===== config.mk =====
export PLATFORM = sky130hd
export DESIGN_NAME = double_max_stream
export DESIGN_NICKNAME = d
export VERILOG_FILES = /design/src/rtl/double_max_stream.sv
export SDC_FILE = /design/constraint.sdc
export NUM_CORES = 1
export LEC_CHECK = 0
export CORE_UTILIZATION = 51
export CTS_BUF_LIST = sky130_fd_sc_hd__clkbuf_2 sky130_fd_sc_hd__clkbuf_4 sky130_fd_sc_hd__clkbuf_8
export DETAILED_ROUTE_END_ITERATION = 10
export GPL_TIMING_DRIVEN = 1
export PLACE_DENSITY_LB_ADDON = 0.2
export SLEW_MARGIN = 15
export SYNTH_ARGS = -nofsm -noshare
export SYNTH_HDL_FRONTEND = slang
export SYNTH_SLANG_ARGS = --single-unit

===== constraint.sdc =====
create_clock -name clk -period 3.6 [get_ports clk]
set_input_delay 0.54 -clock clk [delete_from_list [all_inputs] [get_ports clk]]
set_output_delay 0.54 -clock clk [all_outputs]
set_load 0.1 [all_outputs]

===== src/rtl/double_max_stream.sv =====
// double_max_stream: streaming arg-max over frames of IEEE-754 doubles.
// Each frame is a run of elements ending with in_last. The block reports the
// largest element, copied bit-exactly, together with its zero-based position.
// Ties keep the earliest element. NaNs lose to any non-NaN value.
// Ports:
//   clk, rst            - clock, synchronous active-high reset
//   in_a, in_last       - element and end-of-frame flag (valid with in_a_stb)
//   in_a_stb, in_a_ack  - input handshake
//   out_z, out_idx      - frame maximum and its index (valid with out_z_stb)
//   out_z_stb, out_z_ack- result handshake
module double_max_stream #(
  parameter int unsigned IDX_W = 16
) (
  input  logic             clk,
  input  logic             rst,
  input  logic [63:0]      in_a,
  input  logic             in_a_stb,
  output logic             in_a_ack,
  input  logic             in_last,
  output logic [63:0]      out_z,
  output logic [IDX_W-1:0] out_idx,
  output logic             out_z_stb,
  input  logic             out_z_ack
);

  typedef enum logic [1:0] {
    FIRST = 2'd0,
    ACC   = 2'd1,
    OUT   = 2'd2
  } state_t;

  state_t           state_q, state_d;
  logic [IDX_W-1:0] count_q, count_d;
  logic [63:0]      max_d;
  logic [IDX_W-1:0] idx_d;
  logic             ack_d, stb_d;
  logic             xfer_in, take_new;

  // NaN: all-ones exponent with a non-zero mantissa.
  function automatic logic is_nan(input logic [63:0] x);
    return (x[62:52] == 11'h7FF) && (x[51:0] != 52'd0);
  endfunction

  // IEEE-754 ordered greater-than on raw bit patterns.
  function automatic logic fp_gt(input logic [63:0] a, input logic [63:0] b);
    logic gt;
    gt = 1'b0;
    if (is_nan(a) || is_nan(b)) begin
      gt = 1'b0;
    end else if ((a[62:0] == 63'd0) && (b[62:0] == 63'd0)) begin
      gt = 1'b0;
    end else if (a[63] != b[63]) begin
      gt = !a[63];
    end else if (!a[63]) begin
      gt = a[62:0] > b[62:0];
    end else begin
      gt = a[62:0] < b[62:0];
    end
    return gt;
  endfunction

  assign xfer_in  = in_a_stb && in_a_ack;
  // A NaN running max is displaced by the first non-NaN element.
  assign take_new = fp_gt(in_a, out_z) || (is_nan(out_z) && !is_nan(in_a));

  // Next-state, datapath and registered-output decode.
  always_comb begin
    state_d = state_q;
    count_d = count_q;
    max_d   = out_z;
    idx_d   = out_idx;
    case (state_q)
      FIRST: begin
        if (xfer_in) begin
          max_d   = in_a;
          idx_d   = '0;
          count_d = IDX_W'(1);
          state_d = in_last ? OUT : ACC;
        end
      end
      ACC: begin
        if (xfer_in) begin
          if (take_new) begin
            max_d = in_a;
            idx_d = count_q;
          end
          count_d = count_q + IDX_W'(1);
          if (in_last) state_d = OUT;
        end
      end
      OUT: begin
        if (out_z_stb && out_z_ack) state_d = FIRST;
      end
      default: state_d = FIRST;
    endcase
    ack_d = (state_d != OUT);
    stb_d = (state_d == OUT);
  end

  // State and output registers; reset discards any partial frame or result.
  always_ff @(posedge clk) begin
    if (rst) begin
      state_q   <= FIRST;
      count_q   <= '0;
      out_z     <= 64'd0;
      out_idx   <= '0;
      out_z_stb <= 1'b0;
      in_a_ack  <= 1'b0;
    end else begin
      state_q   <= state_d;
      count_q   <= count_d;
      out_z     <= max_d;
      out_idx   <= idx_d;
      out_z_stb <= stb_d;
      in_a_ack  <= ack_d;
    end
  end

endmodule


* Yosys cells after proc, flatten, opt, wreduce, memory -nomap -nowiden
Index checks and enable logic that the tools add are counted.
Word-level totals: word-level logic and storage cells 58, output and inout port bits 82, input bits 69, bits in registers 100
Operators by class: reductions and logical operators 18, equal/unequal tests 10, muxes and demuxes 21, $lt $le $gt $ge 2, $add $sub $neg 1
Operators with widths (count):
- 2-to-1 mux 64 bit | 3
- one-hot mux 64 bit (2 select lines) | 1
- zero test 63 bit | 2
- nonzero test 52 bit | 2
- 2-to-1 mux 16 bit | 5
- one-hot mux 16 bit (2 select lines) | 2
- > comparator 63 bit | 1
- < comparator 63 bit | 1
- == test 11 bit, second input constant | 2
- adder 16 x 1 -> 16 bit, second input constant | 1
- 2-to-1 mux 2 bit | 5
- inequality test 2 bit, second input constant | 4
- logical AND 1 bit | 6
- one-hot mux 2 bit (3 select lines) | 1
- == test 2 bit, second input constant | 2
- 2-to-1 mux 1 bit | 4
- AND reduction 4 bit | 1
- AND reduction 3 bit | 1
- == test 2 x 1 -> 1 bit, second input constant | 1
- zero test 1 bit | 2
- zero test 2 bit | 1
- logical OR 1 bit | 2
- nonzero test 2 bit | 1
- inequality test 1 bit | 1

* Depth between registers and ports, before layout
Gate-level depths: netlist of run 1.
depth in word-level cells 9, depth in mapped cells 12

* Worst setup path after synthesis of run 1
OpenSTA, ideal clock, no wires.
path kind reg-to-reg, from reg out_z[45], to reg out_z[62], arrival time 3259 ps, stages on the path, launching flop included 13, path slack 268 ps, buffers on the path 2, clock period less this slack 3332 ps, cell sequence dfxtp_1 -> inv_1 -> ha_1 -> a21oi_2 -> nand2_1 -> a221oi_2 -> o211ai_1 -> a2111o_1 -> o31a_1 -> a21oi_2 -> buf_12 -> buf_12 -> mux2i_1
On the way: longest elaborated chain between the ends 8, elaborated cells between the ends (all ways) 15, those cells by class order compare (2); eq/ne (1); mux (4); reduce/logical (8)
Ends and longest elaborated chain:
- from (decl) | line 20 | output logic [63:0] out_z,
- from (signal assigned) | line 112 | out_z <= max_d;
- > comparator 63 bit or < comparator 63 bit (tied branches) | line 55, 57
- 2-to-1 mux 1 bit | line 54 | end else if (!a[63]) begin
- 2-to-1 mux 1 bit | line 52 | end else if (a[63] != b[63]) begin
- 2-to-1 mux 1 bit | line 50 | end else if ((a[62:0] == 63'd0) && (b[62:0] == 63'd0)) begin
- 2-to-1 mux 1 bit | line 48 | if (is_nan(a) || is_nan(b)) begin
- logical OR 1 bit * | line 64 | assign take_new = fp_gt(in_a, out_z) || (is_nan(out_z) && !is_nan(in_a));
- inequality test 2 bit (no line) *
- AND reduction 4 bit (no line) *
Every way passes the cells marked *; elsewhere a longest branch is shown, timed or not. A chain may end at the register's enable or synchronous reset.

* Worst setup path after layout of run 1
from in in_a[38], to reg out_z[51]
On the way: longest elaborated chain between the ends 8, elaborated cells between the ends (all ways) 16, those cells by class order compare (2); eq/ne (1); mux (4); reduce/logical (9)
Ends and longest elaborated chain:
- from (decl) | line 16 | input logic [63:0] in_a,
- > comparator 63 bit or < comparator 63 bit (tied branches) | line 55, 57
- 2-to-1 mux 1 bit | line 54
- 2-to-1 mux 1 bit | line 52
- 2-to-1 mux 1 bit | line 50
- 2-to-1 mux 1 bit | line 48
- logical OR 1 bit * | line 64
- inequality test 2 bit (no line) *
- AND reduction 4 bit (no line) *
Marked as above.

==> results of run 1 <==
[Yosys cell counts (2+ instances only)]
library cell  count
inv_1            65
a221oi_1          3
nor2_1           26
nor4_1           34
and2_1            2
a21oi_2           2
or3_1             3
dfxtp_1         100
ha_1             64
xor2_1           13
nand3_1          17
or4_1             2
mux2i_1          81
nand2_1         188
and4_1            4
clkbuf_1         19
buf_12            9
a21oi_1          25
nand4_1          19
a211oi_1          5
nor3_1            6
and3_1            5
o21ai_0          11
[kinds of logic (layout without fill, tap and decap cells)]
family / count (synthesis) / in the layout
adder cells (fa/ha/maj): 64 / 64
buffers and inverters: 94 / 252
AND/OR/NAND/NOR: 313 / 313
XOR/XNOR: 14 / 14
multiplexers: 81 / 81
AO/OA/AOI/OAI: 53 / 53
flip-flops: 100 / 100
[power breakdown]
group | switching, mW | internal (mW) | leakage (nW)
registers | 0.0799 | 1.17 | 0.814
clock network | 0.468 | 0.282 | 0.106
logic | 0.801 | 0.411 | 2.43
[area by class of cell]
cell class	count	area share, %
clock buffer	9	1.57
clock inverter	7	1.13
inverter	65	3.12
multi-input combinational	525	44.3
sequential	100	25.4
tap	143	2.27
timing repair buffer	171	22.3
[final timing paths]
path | depth (start not counted) | startpoint | slack (ns) | to
worst max-delay path | 12 | in_a[38] | 0.41 | out_z[51]$_SDFFE_PP0P_
worst min-delay path | 2 | out_idx[2]$_SDFFE_PP0P_ | 0.47 | out_idx[2]$_SDFFE_PP0P_
worst max register to register | 12 | out_z[36]$_SDFFE_PP0P_ | 0.60 | out_z[51]$_SDFFE_PP0P_
worst min register to register | 2 | out_idx[2]$_SDFFE_PP0P_ | 0.47 | out_idx[2]$_SDFFE_PP0P_
[stage by stage]
stage	utilization [%]	hold WS, ns	std cells	setup slack [ns]
floorplan	-	0.446	719	0.268
global placement	67.3	0.447	1004	0.0608
detailed placement	67.3	0.453	1004	0.0191
CTS	69.2	0.477	1020	0.420
global route	69.2	0.492	1020	0.184
finish	69.2	0.473	1020	0.405
[worst register-to-register path, delay by kind of cell (launching register included)]
| family | cells | cell delay [ns] |
|---|---|---|
| multiplexers | 1 | 0.23 |
| buffers and inverters | 3 | 0.37 |
| AO/OA/AOI/OAI | 7 | 1.64 |
| adder cells (fa/ha/maj) | 1 | 0.29 |
| flip-flops | 1 | 0.40 |
[state kept, by name, summed over array words and instances, names as in the netlist]
signal,count
out_z,64
count_q,16
out_idx,16
state_q,2
in_a_ack,1
out_z_stb,1
[layout by cell type (no fill, tap or decap), types with 2 or more instances in the layout]
| cell type | instances |
|---|---|
| nand2_1 | 188 |
| clkdlybuf4s50_1 | 150 |
| dfxtp_1 | 100 |
| mux2i_1 | 81 |
| inv_1 | 64 |
| ha_1 | 64 |
| nor4_1 | 34 |
| nor2_1 | 26 |
| a21oi_1 | 25 |
| nand4_1 | 19 |
| nand3_1 | 17 |
| xor2_1 | 13 |
| buf_4 | 13 |
| o21ai_0 | 11 |
| clkbuf_8 | 9 |
| buf_12 | 8 |
| nor3_1 | 6 |
| a211oi_1 | 5 |
| and3_1 | 5 |
| and4_1 | 4 |
| or3_1 | 3 |
| a221oi_1 | 3 |
| clkinv_8 | 3 |
| or4_1 | 2 |
| and2_1 | 2 |
| inv_8 | 2 |
[per-layer routing]
layer / vias to the layer above / part of all wire [%] / track usage [%]
li1: 2772 / - / -
met3: 33 / 5.7 / 3.88
met1: 2650 / 44 / 33.6
met2: 166 / 48 / 45.0
met4: 0 / 2.3 / 10.4
met5: - / 0 / 0
==> metrics.txt, run 1 <==
Yosys reg bits 100; share of the synthesized area in the top cell type about 33%; RSZ-0062 raised after global routing no; max cap viols 0; FFs w/ async S/R, synth 0%; Worst path slowest cell a2111o_1; die width between 100 and 150 um; CTS H-Tree Depth 3; DR pass1 iterations 4; Finish-stage setup viols 0; CTS Buffer Depth 2; synth warn 0; Critical path buffers and inverters 3; register area approximately 2000 sq um; post-synthesis cell type count 39; Worst Setup End Kind flip-flop; total chip power 3.21 mW; Synth Area in Compound Gates about 5.5%; DP HPWL roughly 12000 um; clk sinks 100; Mapped Cells 719; number of global-route vias before repair around 5400; vias per inst between 5 and 6; Mapped Nets approximately 850; FILL cells between 900 and 1000; final wirelength between 15000 and 20000 um; crit path time final between 3 and 4 ns; input/output buffers 150; Clock Skews between 0.02 and 0.025 ns; hold_buf cts 0; ranking of synthesized cells by area dfxtp_1, mux2i_1, ha_1; EDFF count, synth 0; multiplexer area fraction after synthesis a little over an eighth; Vias 5621; number of DRC markers in iteration 0 approximately 350; largest net degree at the start of global routing a little over 70; CP most frequent cell buf_12; Top Family by Delay on Critical Path compound AO/OA/AOI/OAI gates; core box area ~11000 sq um; die area around 12000 sq um; Leakage roughly 3.4 nW; CTS resizes 0; drc violations 0; worst-path cell chain clkdlybuf4s50_1 > ha_1 > a21oi_1 > o21ai_0 > a221oi_2 > o211ai_1 > a2111o_1 > o31a_1 > a21oi_4 > buf_12 > buf_12 > mux2i_1; DIE HEIGHT ~110 um; GP Congestion around 0.94; status finished clean; Total Routing Usage GR 26.5%; initial cell density of the core a little over half; fin crit share between 80% and 90%; largest family of logic cells by synthesized area simple AND/OR/NAND/NOR gates; WP data arrival about 3.5 ns; share of layout cells above drive strength 1 under 10%; CTS buffer count 9; layout net count between 1000 and 1500; Top Ports approximately 150; Worst Hold Class flip-flop to flip-flop; final hold vios 0; initial antenna violation count 0; Worst-path clk slew roughly 0.12 ns; Antenna Nets Post-Route 0; Max-slew headroom roughly 32%; Synth Flop Type dfxtp_1; Yosys top cell by area dfxtp_1; CTS tree built; Power Density around 410 nW/um^2; Worst VDD drop 0.000261 V; syn_area_per_cell about 8.3 sq um; Synth Area in Adders between 10% and 20%; Worst Max-Slew Pin Slew approximately 1.0 ns; Area growth syn-to-layout 31.8%; routed wire length per instance 15.5 um; first-pass GRT wire length between 20000 and 30000 um; Antenna Cells 0; Cell Rows 39; Slew Viols, Final 0; CP startpoint kind input port; simple-gate share of the synthesized area 23.8%; WS Path Type input port to flip-flop; clk_lat worst skew about 0.39 ns; synthesized area between 5000 and 6000 sq um; CP max FO 14; CTS root buf clkbuf_8; Worst Path Required between 3 and 4 ns; CP peak stage delay 0.47 ns; setup TNS 0 ns; # Post-CTS Setup Buffers 0; sequential area share after synthesis about 33%; Synth Area in XOR/XNOR approximately 2.0%; fmax 0.313 GHz; Multi-input gate area roughly 3500 sq um; post-route cell area 7900 sq um; GRT overflow 0; Post-DP Area slightly below 8000 sq um
No activity file was read; power rests on OpenSTA's default activity.
==> inputs of run 2 (changes only) <==
--- a/config.mk
+++ b/config.mk
@@ -14,3 +14,4 @@
 export SYNTH_ARGS = -nofsm -noshare
 export SYNTH_HDL_FRONTEND = slang
 export SYNTH_SLANG_ARGS = --single-unit
+export TNS_END_PERCENT = 50
==> results of run 2 <==
The final DEF is identical to that of run 1; final timing and power are the same.
